**config.mk**
```make
export PLATFORM = sky130hd
export DESIGN_NAME = fight_controller_flat
export DESIGN_NICKNAME = d
export VERILOG_FILES = /design/src/rtl/fight_controller_pkg.sv /design/src/rtl/fight_controller_if.sv /design/src/rtl/fight_hp_drain.sv /design/src/rtl/fight_controller.sv /design/src/flat_wrapper.sv
export SDC_FILE = /design/constraint.sdc
export NUM_CORES = 1
export LEC_CHECK = 0
export ABC_AREA = 1
export BUFFER_PORTS_ARGS = -buffer_cell sky130_fd_sc_hd__buf_2
export CORE_UTILIZATION = 47
export CTS_CLUSTER_DIAMETER = 30
export DETAILED_ROUTE_END_ITERATION = 10
export PLACE_DENSITY = 0.76
export SETUP_SLACK_MARGIN = 0.4
export SYNTH_ARGS = -nofsm -noshare
export SYNTH_HDL_FRONTEND = slang
export SYNTH_SLANG_ARGS = --single-unit
```
**constraint.sdc**
```tcl
create_clock -name clk -period 2.5 [get_ports clk]
set_clock_uncertainty 0.2 [all_clocks]
set_input_delay 0.25 -clock clk [delete_from_list [all_inputs] [get_ports clk]]
set_output_delay 0.25 -clock clk [all_outputs]
set_load 0.05 [all_outputs]
```
**src/rtl/fight_controller_pkg.sv**
```systemverilog
// fight_controller_pkg: shared encodings, damage table and small helpers for the
// battle-scene sequencer and the fight renderer.
package fight_controller_pkg;

    // fight_state encoding; the renderer decodes the same values
    typedef enum logic [5:0] {
        ST_MENU    = 6'd1,
        ST_SKILL   = 6'd2,
        ST_ANIM_P1 = 6'd3,
        ST_ANIM_P2 = 6'd4,
        ST_HP_P1   = 6'd5,
        ST_HP_P2   = 6'd6,
        ST_P1_WIN  = 6'd7,
        ST_P2_WIN  = 6'd8
    } fight_state_e;

    // The single key applied in a cycle after priority resolution
    typedef enum logic [2:0] {
        KEY_NONE  = 3'd0,
        KEY_ENTER = 3'd1,
        KEY_BACK  = 3'd2,
        KEY_UP    = 3'd3,
        KEY_DOWN  = 3'd4,
        KEY_LEFT  = 3'd5,
        KEY_RIGHT = 3'd6
    } key_e;

    // option_state encoding: 2x2 grid, 1 2 / 3 4
    localparam logic [3:0] OPT_1 = 4'd1;
    localparam logic [3:0] OPT_2 = 4'd2;
    localparam logic [3:0] OPT_3 = 4'd3;
    localparam logic [3:0] OPT_4 = 4'd4;

    // p2_skill value before P2 has taken any turn
    localparam logic [3:0] SKILL_NONE = 4'd0;

    // Grid index bits: bit0 is the column, bit1 is the row
    localparam logic [1:0] FLIP_COL = 2'b01;
    localparam logic [1:0] FLIP_ROW = 2'b10;

    // Damage of skill/option 1..4
    localparam logic [7:0] DMG1 = 8'd10;
    localparam logic [7:0] DMG2 = 8'd20;
    localparam logic [7:0] DMG3 = 8'd30;
    localparam logic [7:0] DMG4 = 8'd45;

    localparam logic [7:0] LFSR_SEED = 8'hA5;
    localparam int         CNT_W     = 25;

    // Damage lookup; anything outside 1..4 deals nothing
    function automatic logic [7:0] dmg_of(input logic [3:0] opt);
        logic [7:0] dmg;
        case (opt)
            OPT_1:   dmg = DMG1;
            OPT_2:   dmg = DMG2;
            OPT_3:   dmg = DMG3;
            OPT_4:   dmg = DMG4;
            default: dmg = 8'd0;
        endcase
        return dmg;
    endfunction

    // Toggle row and/or column of a 1-based grid option
    function automatic logic [3:0] opt_toggle(input logic [3:0] opt, input logic [1:0] flip);
        logic [3:0] idx;
        idx = (opt - 4'd1) ^ {2'b00, flip};
        return (idx & 4'd3) + 4'd1;
    endfunction

    // 8-bit Fibonacci LFSR, taps 8,6,5,4
    function automatic logic [7:0] lfsr_next(input logic [7:0] q);
        return {q[6:0], q[7] ^ q[5] ^ q[4] ^ q[3]};
    endfunction

endpackage

```
**src/rtl/fight_controller_if.sv**
```systemverilog
// fight_controller_if: key/start inputs and renderer-facing outputs of the battle sequencer.
interface fight_controller_if;

    logic       start;
    logic       key_up;
    logic       key_down;
    logic       key_left;
    logic       key_right;
    logic       key_enter;
    logic       key_back;
    logic [5:0] fight_state;
    logic [3:0] option_state;
    logic [7:0] p1_cur_hp;
    logic [7:0] p2_cur_hp;
    logic [3:0] p2_skill;

    // Input side (keyboard / scene control) drives pulses and observes the scene
    modport master (
        output start, key_up, key_down, key_left, key_right, key_enter, key_back,
        input  fight_state, option_state, p1_cur_hp, p2_cur_hp, p2_skill
    );

    // Sequencer side
    modport slave (
        input  start, key_up, key_down, key_left, key_right, key_enter, key_back,
        output fight_state, option_state, p1_cur_hp, p2_cur_hp, p2_skill
    );

endinterface

```
**src/rtl/fight_hp_drain.sv**
```systemverilog
// fight_hp_drain: one HP register with full-load and saturating single-point decrement.
module fight_hp_drain
#(
    parameter int MAX_HP = 200
) (
    input  logic       clk,
    input  logic       rst_n,
    input  logic       load_i,
    input  logic       step_i,
    output logic [7:0] hp_o
);

    localparam logic [7:0] HP_FULL = 8'(MAX_HP);

    logic [7:0] hp_d;
    logic [7:0] hp_q;

    // Next HP: load wins over step, and a step at zero leaves HP at zero
    always_comb begin
        hp_d = hp_q;
        if (load_i) begin
            hp_d = HP_FULL;
        end else if (step_i && (hp_q != 8'd0)) begin
            hp_d = hp_q - 8'd1;
        end else begin
            hp_d = hp_q;
        end
    end

    // HP register, full on reset
    always_ff @(posedge clk) begin
        if (!rst_n) begin
            hp_q <= HP_FULL;
        end else begin
            hp_q <= hp_d;
        end
    end

    assign hp_o = hp_q;

endmodule

```
**src/rtl/fight_controller.sv**
```systemverilog
// fight_controller: battle-scene sequencer. Menu/skill navigation, P1 and P2
// attack animations, timed HP drain, LFSR-driven P2 skill choice and KO detection.
module fight_controller
    import fight_controller_pkg::*;
#(
    parameter int MAX_HP         = 200,
    parameter int ANIM_CYCLES    = 25_000_000,
    parameter int HP_STEP_CYCLES = 500_000
) (
    input  logic              clk,
    input  logic              rst_n,
    fight_controller_if.slave bus
);

    localparam logic [CNT_W-1:0] ANIM_LAST = CNT_W'(ANIM_CYCLES - 1);
    localparam logic [CNT_W-1:0] STEP_LAST = CNT_W'(HP_STEP_CYCLES - 1);

    fight_state_e     state_q;
    fight_state_e     state_d;
    logic [3:0]       opt_q;
    logic [3:0]       opt_d;
    logic [3:0]       skill_q;
    logic [3:0]       skill_d;
    logic [7:0]       dmg_q;
    logic [7:0]       dmg_d;
    logic [7:0]       lfsr_q;
    logic [7:0]       lfsr_d;
    logic [CNT_W-1:0] cnt_q;
    logic [CNT_W-1:0] cnt_d;

    key_e       key_s;
    logic       timed_s;
    logic       term_s;
    logic       drain_done_s;
    logic       reinit_s;
    logic       step_p1_s;
    logic       step_p2_s;
    logic [7:0] drain_hp_s;
    logic [7:0] p1_hp_s;
    logic [7:0] p2_hp_s;
    logic [3:0] new_skill_s;

    // Resolve simultaneous key pulses to the single highest-priority key
    always_comb begin
        key_s = KEY_NONE;
        if (bus.key_enter) begin
            key_s = KEY_ENTER;
        end else if (bus.key_back) begin
            key_s = KEY_BACK;
        end else if (bus.key_up) begin
            key_s = KEY_UP;
        end else if (bus.key_down) begin
            key_s = KEY_DOWN;
        end else if (bus.key_left) begin
            key_s = KEY_LEFT;
        end else if (bus.key_right) begin
            key_s = KEY_RIGHT;
        end else begin
            key_s = KEY_NONE;
        end
    end

    // Timer terminal count and drain-exit detection for the timed states
    always_comb begin
        timed_s      = 1'b0;
        term_s       = 1'b0;
        drain_hp_s   = 8'd0;
        drain_done_s = 1'b0;
        case (state_q)
            ST_ANIM_P1, ST_ANIM_P2: begin
                timed_s = 1'b1;
                term_s  = (cnt_q == ANIM_LAST);
            end
            ST_HP_P1: begin
                timed_s      = 1'b1;
                term_s       = (cnt_q == STEP_LAST);
                drain_hp_s   = p1_hp_s;
                drain_done_s = term_s && ((dmg_q == 8'd0) || (p1_hp_s == 8'd0));
            end
            ST_HP_P2: begin
                timed_s      = 1'b1;
                term_s       = (cnt_q == STEP_LAST);
                drain_hp_s   = p2_hp_s;
                drain_done_s = term_s && ((dmg_q == 8'd0) || (p2_hp_s == 8'd0));
            end
            default: begin
                timed_s = 1'b0;
                term_s  = 1'b0;
            end
        endcase
    end

    // Full reinit (start, or enter on a result screen) and per-player drain steps
    always_comb begin
        reinit_s  = bus.start ||
                    (((state_q == ST_P1_WIN) || (state_q == ST_P2_WIN)) && (key_s == KEY_ENTER));
        step_p1_s = !bus.start && (state_q == ST_HP_P1) && term_s && !drain_done_s;
        step_p2_s = !bus.start && (state_q == ST_HP_P2) && term_s && !drain_done_s;
        new_skill_s = {2'b00, lfsr_q[1:0]} + 4'd1;
    end

    // FSM state register
    always_ff @(posedge clk) begin
        if (!rst_n) begin
            state_q <= ST_MENU;
        end else begin
            state_q <= state_d;
        end
    end

    // FSM next-state logic; start overrides every key and timer
    always_comb begin
        state_d = state_q;
        if (bus.start) begin
            state_d = ST_MENU;
        end else begin
            case (state_q)
                ST_MENU: begin
                    if ((key_s == KEY_ENTER) && (opt_q == OPT_1)) state_d = ST_SKILL;
                    else                                          state_d = ST_MENU;
                end
                ST_SKILL: begin
                    if (key_s == KEY_ENTER)     state_d = ST_ANIM_P1;
                    else if (key_s == KEY_BACK) state_d = ST_MENU;
                    else                        state_d = ST_SKILL;
                end
                ST_ANIM_P1: begin
                    if (term_s) state_d = ST_HP_P2;
                    else        state_d = ST_ANIM_P1;
                end
                ST_HP_P2: begin
                    if (drain_done_s) state_d = (drain_hp_s == 8'd0) ? ST_P1_WIN : ST_ANIM_P2;
                    else              state_d = ST_HP_P2;
                end
                ST_ANIM_P2: begin
                    if (term_s) state_d = ST_HP_P1;
                    else        state_d = ST_ANIM_P2;
                end
                ST_HP_P1: begin
                    if (drain_done_s) state_d = (drain_hp_s == 8'd0) ? ST_P2_WIN : ST_MENU;
                    else              state_d = ST_HP_P1;
                end
                ST_P1_WIN, ST_P2_WIN: begin
                    if (key_s == KEY_ENTER) state_d = ST_MENU;
                    else                    state_d = state_q;
                end
                default: state_d = ST_MENU;
            endcase
        end
    end

    // FSM output logic: next values of option, damage, P2 skill, timer and LFSR
    always_comb begin
        opt_d   = opt_q;
        dmg_d   = dmg_q;
        skill_d = skill_q;
        lfsr_d  = lfsr_next(lfsr_q);
        if (reinit_s || (state_d != state_q) || !timed_s || term_s) begin
            cnt_d = '0;
        end else begin
            cnt_d = cnt_q + {{(CNT_W-1){1'b0}}, 1'b1};
        end
        if (reinit_s) begin
            opt_d   = OPT_1;
            dmg_d   = 8'd0;
            skill_d = SKILL_NONE;
        end else begin
            case (state_q)
                ST_MENU, ST_SKILL: begin
                    case (key_s)
                        KEY_ENTER: begin
                            if (state_q == ST_SKILL) dmg_d = dmg_of(opt_q);
                            else                     dmg_d = dmg_q;
                        end
                        KEY_BACK: begin
                            if (state_q == ST_SKILL) opt_d = OPT_1;
                            else                     opt_d = opt_q;
                        end
                        KEY_UP, KEY_DOWN:    opt_d = opt_toggle(opt_q, FLIP_ROW);
                        KEY_LEFT, KEY_RIGHT: opt_d = opt_toggle(opt_q, FLIP_COL);
                        default:             opt_d = opt_q;
                    endcase
                end
                ST_HP_P2: begin
                    if (state_d == ST_ANIM_P2) begin
                        // P2 picks its skill on entry to its animation
                        skill_d = new_skill_s;
                        dmg_d   = dmg_of(new_skill_s);
                    end else if (step_p2_s) begin
                        dmg_d = dmg_q - 8'd1;
                    end else begin
                        dmg_d = dmg_q;
                    end
                end
                ST_HP_P1: begin
                    if (state_d == ST_MENU) begin
                        opt_d = OPT_1;
                    end else if (step_p1_s) begin
                        dmg_d = dmg_q - 8'd1;
                    end else begin
                        dmg_d = dmg_q;
                    end
                end
                default: begin
                    opt_d = opt_q;
                    dmg_d = dmg_q;
                end
            endcase
        end
    end

    // Datapath registers; the LFSR reseeds on reset only and runs through start
    always_ff @(posedge clk) begin
        if (!rst_n) begin
            opt_q   <= OPT_1;
            dmg_q   <= 8'd0;
            skill_q <= SKILL_NONE;
            cnt_q   <= '0;
            lfsr_q  <= LFSR_SEED;
        end else begin
            opt_q   <= opt_d;
            dmg_q   <= dmg_d;
            skill_q <= skill_d;
            cnt_q   <= cnt_d;
            lfsr_q  <= lfsr_d;
        end
    end

    fight_hp_drain #(.MAX_HP(MAX_HP)) u_p1_hp (
        .clk    (clk),
        .rst_n  (rst_n),
        .load_i (reinit_s),
        .step_i (step_p1_s),
        .hp_o   (p1_hp_s)
    );

    fight_hp_drain #(.MAX_HP(MAX_HP)) u_p2_hp (
        .clk    (clk),
        .rst_n  (rst_n),
        .load_i (reinit_s),
        .step_i (step_p2_s),
        .hp_o   (p2_hp_s)
    );

    assign bus.fight_state  = state_q;
    assign bus.option_state = opt_q;
    assign bus.p1_cur_hp    = p1_hp_s;
    assign bus.p2_cur_hp    = p2_hp_s;
    assign bus.p2_skill     = skill_q;

endmodule
```
**src/flat_wrapper.sv**
```systemverilog
// flat-port wrapper written by rule: the top's interface ports become plain ports
module fight_controller_flat import fight_controller_pkg::*;
#(
    parameter int MAX_HP         = 200,
    parameter int ANIM_CYCLES    = 25_000_000,
    parameter int HP_STEP_CYCLES = 500_000
)
  (clk, rst_n, bus_start, bus_key_up, bus_key_down, bus_key_left, bus_key_right, bus_key_enter, bus_key_back, bus_fight_state, bus_option_state, bus_p1_cur_hp, bus_p2_cur_hp, bus_p2_skill);
  fight_controller_if bus_i ();
  input  logic clk;
  input  logic rst_n;
  input wire logic [$bits(bus_i.start)-1:0] bus_start;
  input wire logic [$bits(bus_i.key_up)-1:0] bus_key_up;
  input wire logic [$bits(bus_i.key_down)-1:0] bus_key_down;
  input wire logic [$bits(bus_i.key_left)-1:0] bus_key_left;
  input wire logic [$bits(bus_i.key_right)-1:0] bus_key_right;
  input wire logic [$bits(bus_i.key_enter)-1:0] bus_key_enter;
  input wire logic [$bits(bus_i.key_back)-1:0] bus_key_back;
  output wire logic [$bits(bus_i.fight_state)-1:0] bus_fight_state;
  output wire logic [$bits(bus_i.option_state)-1:0] bus_option_state;
  output wire logic [$bits(bus_i.p1_cur_hp)-1:0] bus_p1_cur_hp;
  output wire logic [$bits(bus_i.p2_cur_hp)-1:0] bus_p2_cur_hp;
  output wire logic [$bits(bus_i.p2_skill)-1:0] bus_p2_skill;
  assign bus_i.start = bus_start;
  assign bus_i.key_up = bus_key_up;
  assign bus_i.key_down = bus_key_down;
  assign bus_i.key_left = bus_key_left;
  assign bus_i.key_right = bus_key_right;
  assign bus_i.key_enter = bus_key_enter;
  assign bus_i.key_back = bus_key_back;
  assign bus_fight_state = bus_i.fight_state;
  assign bus_option_state = bus_i.option_state;
  assign bus_p1_cur_hp = bus_i.p1_cur_hp;
  assign bus_p2_cur_hp = bus_i.p2_cur_hp;
  assign bus_p2_skill = bus_i.p2_skill;
  fight_controller #(.MAX_HP(MAX_HP), .ANIM_CYCLES(ANIM_CYCLES), .HP_STEP_CYCLES(HP_STEP_CYCLES)) u_core (.clk(clk), .rst_n(rst_n), .bus(bus_i));
endmodule
```
# After elaboration in Yosys (flattened, before gate mapping)
# Cells that the tools add are included.
[totals]
input_bits = 9
ff_bits = 71
elab_cells = 134
output_inout_bits = 30
[op_classes]
eq_ne = 35
muxes = 35
n_bitwise = 6
n_addsub = 8
n_reduce_logical = 42
[ops]
columns = ["operator", "n"]
rows = [
  ["8-bit two-way mux", 6],
  ["6-bit case mux with 4 select lines", 2],
  ["6-bit case mux with 7 select lines", 1],
  ["8-bit logical NOT", 4],
  ["6-bit by 3-bit equality test with 1-bit output (second input constant)", 5],
  ["6-bit two-way mux", 5],
  ["25-bit by 1-bit adder with 25-bit output (second input constant)", 1],
  ["25-bit by 19-bit equality test with 1-bit output (second input constant)", 1],
  ["25-bit equality test (second input constant)", 1],
  ["8-bit case mux with 3 select lines", 1],
  ["8-bit by 1-bit subtractor with 8-bit output (second input constant)", 3],
  ["3-bit two-way mux", 7],
  ["4-bit by 2-bit equality test with 1-bit output (second input constant)", 4],
  ["8-bit case mux with 2 select lines", 1],
  ["8-bit nonzero test", 2],
  ["2-bit OR reduction", 8],
  ["6-bit by 1-bit equality test with 1-bit output (second input constant)", 2],
  ["6-bit by 2-bit equality test with 1-bit output (second input constant)", 2],
  ["1-bit logical AND", 12],
  ["4-bit two-way mux", 3],
  ["4-bit case mux with 3 select lines", 1],
  ["2-bit by 1-bit adder with 3-bit output (second input constant)", 3],
  ["3-bit equality test (second input constant)", 3],
  ["4-bit by 1-bit equality test with 1-bit output (second input constant)", 2],
  ["24 further kinds", 46],
]

# Logic depth before layout (Yosys ltp)
[depth]
depth_word = 16
depth_mapped = 19
ltp_nobuf = 19

# Cells and area by module
# A second synthesis with hierarchy kept.
[hier_totals]
hier_cells = 669
hier_area_um2 = 4296.6
[by_module_without_submodules]
columns = ["mod", "cells_each", "instances", "area_per_inst_um2", "seq_area_each_um2"]
rows = [
  ["fight_controller", 505, 1, 3278.1, 1061.0],
  ["fight_hp_drain", 82, 2, 509.2, 160.2],
]

# Worst setup path after synthesis
# No wires, ideal clock.
[synth_path]
path_kind = "flip-flop to flip-flop"
start = "register u_core.u_p1_hp.hp_q[0] (netlist: u_core.u_p1_hp.hp_o[0])"
end = "register u_core.u_p2_hp.hp_q[6] (netlist: u_core.u_p2_hp.hp_o[6])"
arrival_ns = 2.410
stages_incl_launch_ff = 18
required_ns = 2.172
n_path_buf = 0
path_slack_ns = -0.239
setup_time_ns = 0.128
synth_period_minus_slack_ns = 2.739
path_cell_list = "dfxtp_1 inv_1 ha_1 inv_1 nor2_1 nand2_1 nor2_1 nand2_1 nand3_1 nand2_2 nand2_1 nor2_4 nand2_1 or2_1 nor2_1 nand2_1 o21ai_1 o211ai_1"
[synth_via]
elab_chain_len = 7
[synth_lines]
columns = ["element", "line_no", "source"]
rows = [
  ["from (decl)", "fight_hp_drain.sv:16", "logic [7:0] hp_q;"],
  ["from (signal assigned)", "fight_hp_drain.sv:35", "hp_q <= hp_d;"],
  ["8-bit logical NOT", "fight_controller.sv:78", "drain_done_s = term_s && ((dmg_q == 8'd0) || (p1_hp_s == 8'd0));"],
  ["1-bit logical OR", "fight_controller.sv:78", ""],
  ["1-bit logical AND", "fight_controller.sv:78", ""],
  ["1-bit case mux with 2 select lines", "fight_controller.sv:69", "case (state_q)"],
  ["1-bit logical NOT", "fight_controller.sv:98", "step_p2_s = !bus.start && (state_q == ST_HP_P2) && term_s && !drain_done_s;"],
  ["1-bit logical AND", "fight_controller.sv:98", ""],
  ["1-bit logical AND", "fight_hp_drain.sv:23", "end else if (step_i && (hp_q != 8'd0)) begin"],
  ["to (signal assigned)", "fight_hp_drain.sv:35", ""],
  ["to (decl)", "fight_hp_drain.sv:16", ""],
]
# No other way between the ends.
# A chain may end at the register's enable or synchronous reset.

# Final worst setup path
[layout_path]
start = "register u_core.cnt_q[1]"
end = "register u_core.dmg_q[4]"
[layout_via]
elab_chain_len = 9
word_cells_on_any_way = 25
classes_between = "7 x eq/ne; 10 x mux; 8 x reduce/logical"
[layout_lines]
columns = ["element", "line_no", "source"]
rows = [
  ["from (decl)", "fight_controller.sv:28", "logic [CNT_W-1:0] cnt_q;"],
  ["from (signal assigned)", "fight_controller.sv:224", "cnt_q <= cnt_d;"],
  ["25-bit by 19-bit equality test with 1-bit output", "fight_controller.sv:76, fight_controller.sv:82", ""],
  ["1-bit logical AND, on equally long branches", "fight_controller.sv:84, fight_controller.sv:78", ""],
  ["1-bit case mux with 2 select lines", "fight_controller.sv:69", ""],
  ["6-bit two-way mux, on equally long branches", "fight_controller.sv:140, fight_controller.sv:132", ""],
  ["6-bit case mux with 7 select lines", "fight_controller.sv:117", "case (state_q)"],
  ["6-bit two-way mux", "fight_controller.sv:114", "if (bus.start) begin"],
  ["6-bit by 3-bit equality test with 1-bit output / 6-bit by 1-bit equality test with 1-bit output (equally long branches)", "fight_controller.sv:185, fight_controller.sv:196", ""],
  ["3-bit inequality test (no line) (tied with other cells)", "--", ""],
  ["6-bit AND reduction (no line) / 8-bit case mux with 3 select lines (equally long branches)", "--", ""],
  ["to (signal assigned)", "fight_controller.sv:222", "dmg_q <= dmg_d;"],
  ["to (decl)", "fight_controller.sv:24", "logic [7:0] dmg_q;"],
]
# Several ways; a longest one is shown, not always the timed one.

==> results.cfg <==
[global_routing]
antenna_found_initial = 0
grt-ovfl-total = 0
grt_max_degree = 26
grt_usage = 0.226
grt_first_pass_wirelength_um = 17600
grt_pass1_vias = 4100

[clock_tree]
numCtsBuffers = 9
cts_root_buffer = clkbuf_8
worstSkewPairLatency_ps = 350
cts_sinks = 69
htreeDepth = 3
clockBufferDepth = 2
tritoncts = built
clkTransAtPathRegs_ps = 80

[sta]
fin_crit_ps = 2520
final_max_slew_viol_count = 0
max_freq_ghz = 0.396
final-setup-viol-count = 3
hold_violations = 0
fin_crit_sh = 1.01
setup_tns_ps = -32.0
hold_slack_ps = 86.4
rsz0062_at_grt = true
fin_ws_ps = -24.3

[drt]
drc_errors = 0
dr.pass1.iters = 5
antenna_left = 0
vias = 4417
drt-vias-per-instance = 5.25
wirelength_um = 11200
drt_iter0_drc = 178
wl_per_cell_um = 13.3

[logic_synthesis]
synth-main-ff-cell = dfxtp_1
yosys_warnings = 0
ys_ff_latch = 69
async_flop_share = 0
synth_commonest_cells = nand2_1 (145), nor2_1 (105), inv_1 (78), dfxtp_1 (69), nand3_1 (42)
postSynthAreaPerCell_um2 = 6.56
yosys.area.top_type_share = 0.328
syn-cell-area_um2 = 4210
yosysSeqAreaShare = 0.328
synth.area.top_cells = dfxtp_1 (33%), nand2_1 (13%), nor2_1 (9.4%)
synth_cells = 642
ys_types = 44
yosysMostFrequentCell = nand2_1
synth_edf_count = 0
synth_top_area_cell = dfxtp_1

[setup_path]
cp_num_buf_inv = 1
cp_max_fo = 4
crit_start = u_core.cnt_q[1]
critical_path_class = reg -> reg
r2r.worst_path.cells = 18
arrival_ps = 2570
cp_cell_sequence = ha_4 -> nand2_4 -> inv_4 -> nand2_4 -> nor2_4 -> nand3_2 -> nor2_4 -> nand3_2 -> nand2_2 -> nand2_2 -> nor2_4 -> nand2_2 -> o21bai_1 -> nand2_1 -> nand2_1 -> nand2_1 -> nor2_1 -> nor2_1
crit_family = simple AND/OR/NAND/NOR gates
crit_end = u_core.dmg_q[4]
startpoint_type = flop
cp_num_cells = 18
cp_slowest_cell = dfxtp_2
required_ps = 2550
rr_startpoint = u_core.cnt_q[1]
critical_path.endpoint_type = flop
r2r_slack_ps = -20
r2r-end = u_core.dmg_q[4]
slowest_delay_ps = 360

[floorplan]
die-area_um2 = 9340
die_w_um = 96.6
rows = 34
core-area_um2 = 8680
ios = 39
start_util = 0.485
die_h_um = 96.6

[final_layout]
fillerInstances = 718
multi_input_area_um2 = 2850
design_area_um2 = 5560
register_area_um2 = 1430
area_growth_pct = 32.1
drive_gt1_frac = 0.344
num_antenna_cells = 0
finalNetCount = 751
layout.cells.non_filler = 841
fin_util = 0.641

[run]
drv_cap = 0

[power]
ir_worst_vdd_uv = 371
pwr_density_cell_nw_per_um2 = 414
leakage_nw = 2.35
power.total_mw = 2.30

[placed_design]
placed_area_um2 = 4710
place_inst = 796
io_buffers = 36
dpl.hpwl_um = 7630
place_ws_ps = -22.7
place_congestion = 0.915

[hold_path]
hold_class = in -> reg

[outcome]
violations = negative setup slack
outcome = complete, but fails checks
==> cell families (layout without fill, tap and decap cells) <==
| family | Yosys count | after routing | share of synthesized area |
|---|---|---|---|
| buffers and inverters | 100 | 187 | 0.0930 |
| other | 1 | 4 | 0.000891 |
| XOR/XNOR | 19 | 19 | 0.0395 |
| AO/OA/AOI/OAI | 67 | 67 | 0.0895 |
| flip-flops | 69 | 69 | 0.328 |
| adder cells (fa/ha/maj) | 14 | 14 | 0.0416 |
| AND/OR/NAND/NOR | 372 | 373 | 0.407 |
==> routing by layer <==
metal,vias to the layer above,part of all wire,track usage
met5,-,0,0
met4,0,0.025,0.103
met3,30,0.041,0.0383
met2,117,0.51,0.401
met1,2053,0.42,0.264
li1,2217,-,-
==> cell type report <==
| type | instances | share of cell area |
|---|---|---|
| inverters | 90 | 0.0635 |
| clock buffers | 11 | 0.0254 |
| multi-input cells | 477 | 0.513 |
| flip-flops and latches | 69 | 0.258 |
| repair buffers | 81 | 0.101 |
| well taps | 108 | 0.0243 |
| clock inverters | 5 | 0.0149 |
==> cell usage in the layout (no fill, tap or decap), types with 14 or more instances in the layout <==
cell	n
nor2_1	84
nor3_1	18
dfxtp_1	46
inv_2	16
buf_4	37
nor2_2	20
a21oi_1	24
nand2_2	23
nand3_2	15
nand2_1	122
dfxtp_2	14
nand3_1	28
buf_2	36
xor2_1	14
o21ai_0	15
inv_1	67
==> state kept, by name (all words and copies together), names as in the netlist <==
signal,cells
u_core.u_p2_hp.hp_o,8
u_core.dmg_q,8
u_core.bus.fight_state,6
u_core.bus.option_state,3
u_core.bus.p2_skill,3
u_core.lfsr_q,8
u_core.cnt_q,25
u_core.u_p1_hp.hp_o,8
==> worst min path at each step <==
stage                                 from                endpoint  slack [ps]  cells past startpoint
after floorplan           u_core.lfsr_q[2]        u_core.lfsr_q[3]         190                      2
after global placement    u_core.lfsr_q[6]        u_core.lfsr_q[7]         200                      1
after detailed placement  u_core.lfsr_q[6]        u_core.lfsr_q[7]         200                      1
after CTS                        bus_start  u_core.u_p1_hp.hp_o[1]          80                      3
after global routing             bus_start  u_core.u_p1_hp.hp_o[1]         100                      3
final                            bus_start  u_core.u_p1_hp.hp_o[1]          90                      3
==> power by group <==
part | switching, mW | total (mW) | internal [mW] | leakage (nW)
clock network | 0.445 | 1.04 | 0.592 | 0.110
registers | 0.0145 | 1.12 | 1.10 | 0.570
logic | 0.0974 | 0.145 | 0.0474 | 1.67
total | 0.557 | 2.30 | 1.74 | 2.35
==> timing repair <==
action,CTS,global route
gates resized for setup,35,83
endpoints found under the hold margin,6,0
hold buffers,1,0
pin swaps,27,53
setup endpoints to repair,50,58
cloned,1,0
setup buffers,11,16
==> tightest hold or removal path, stage by stage <==
cell and delay (ps):
buf_2 160, nor3_1 90, a21oi_1 110
Note: power is estimated with default switching activity, not from simulation.
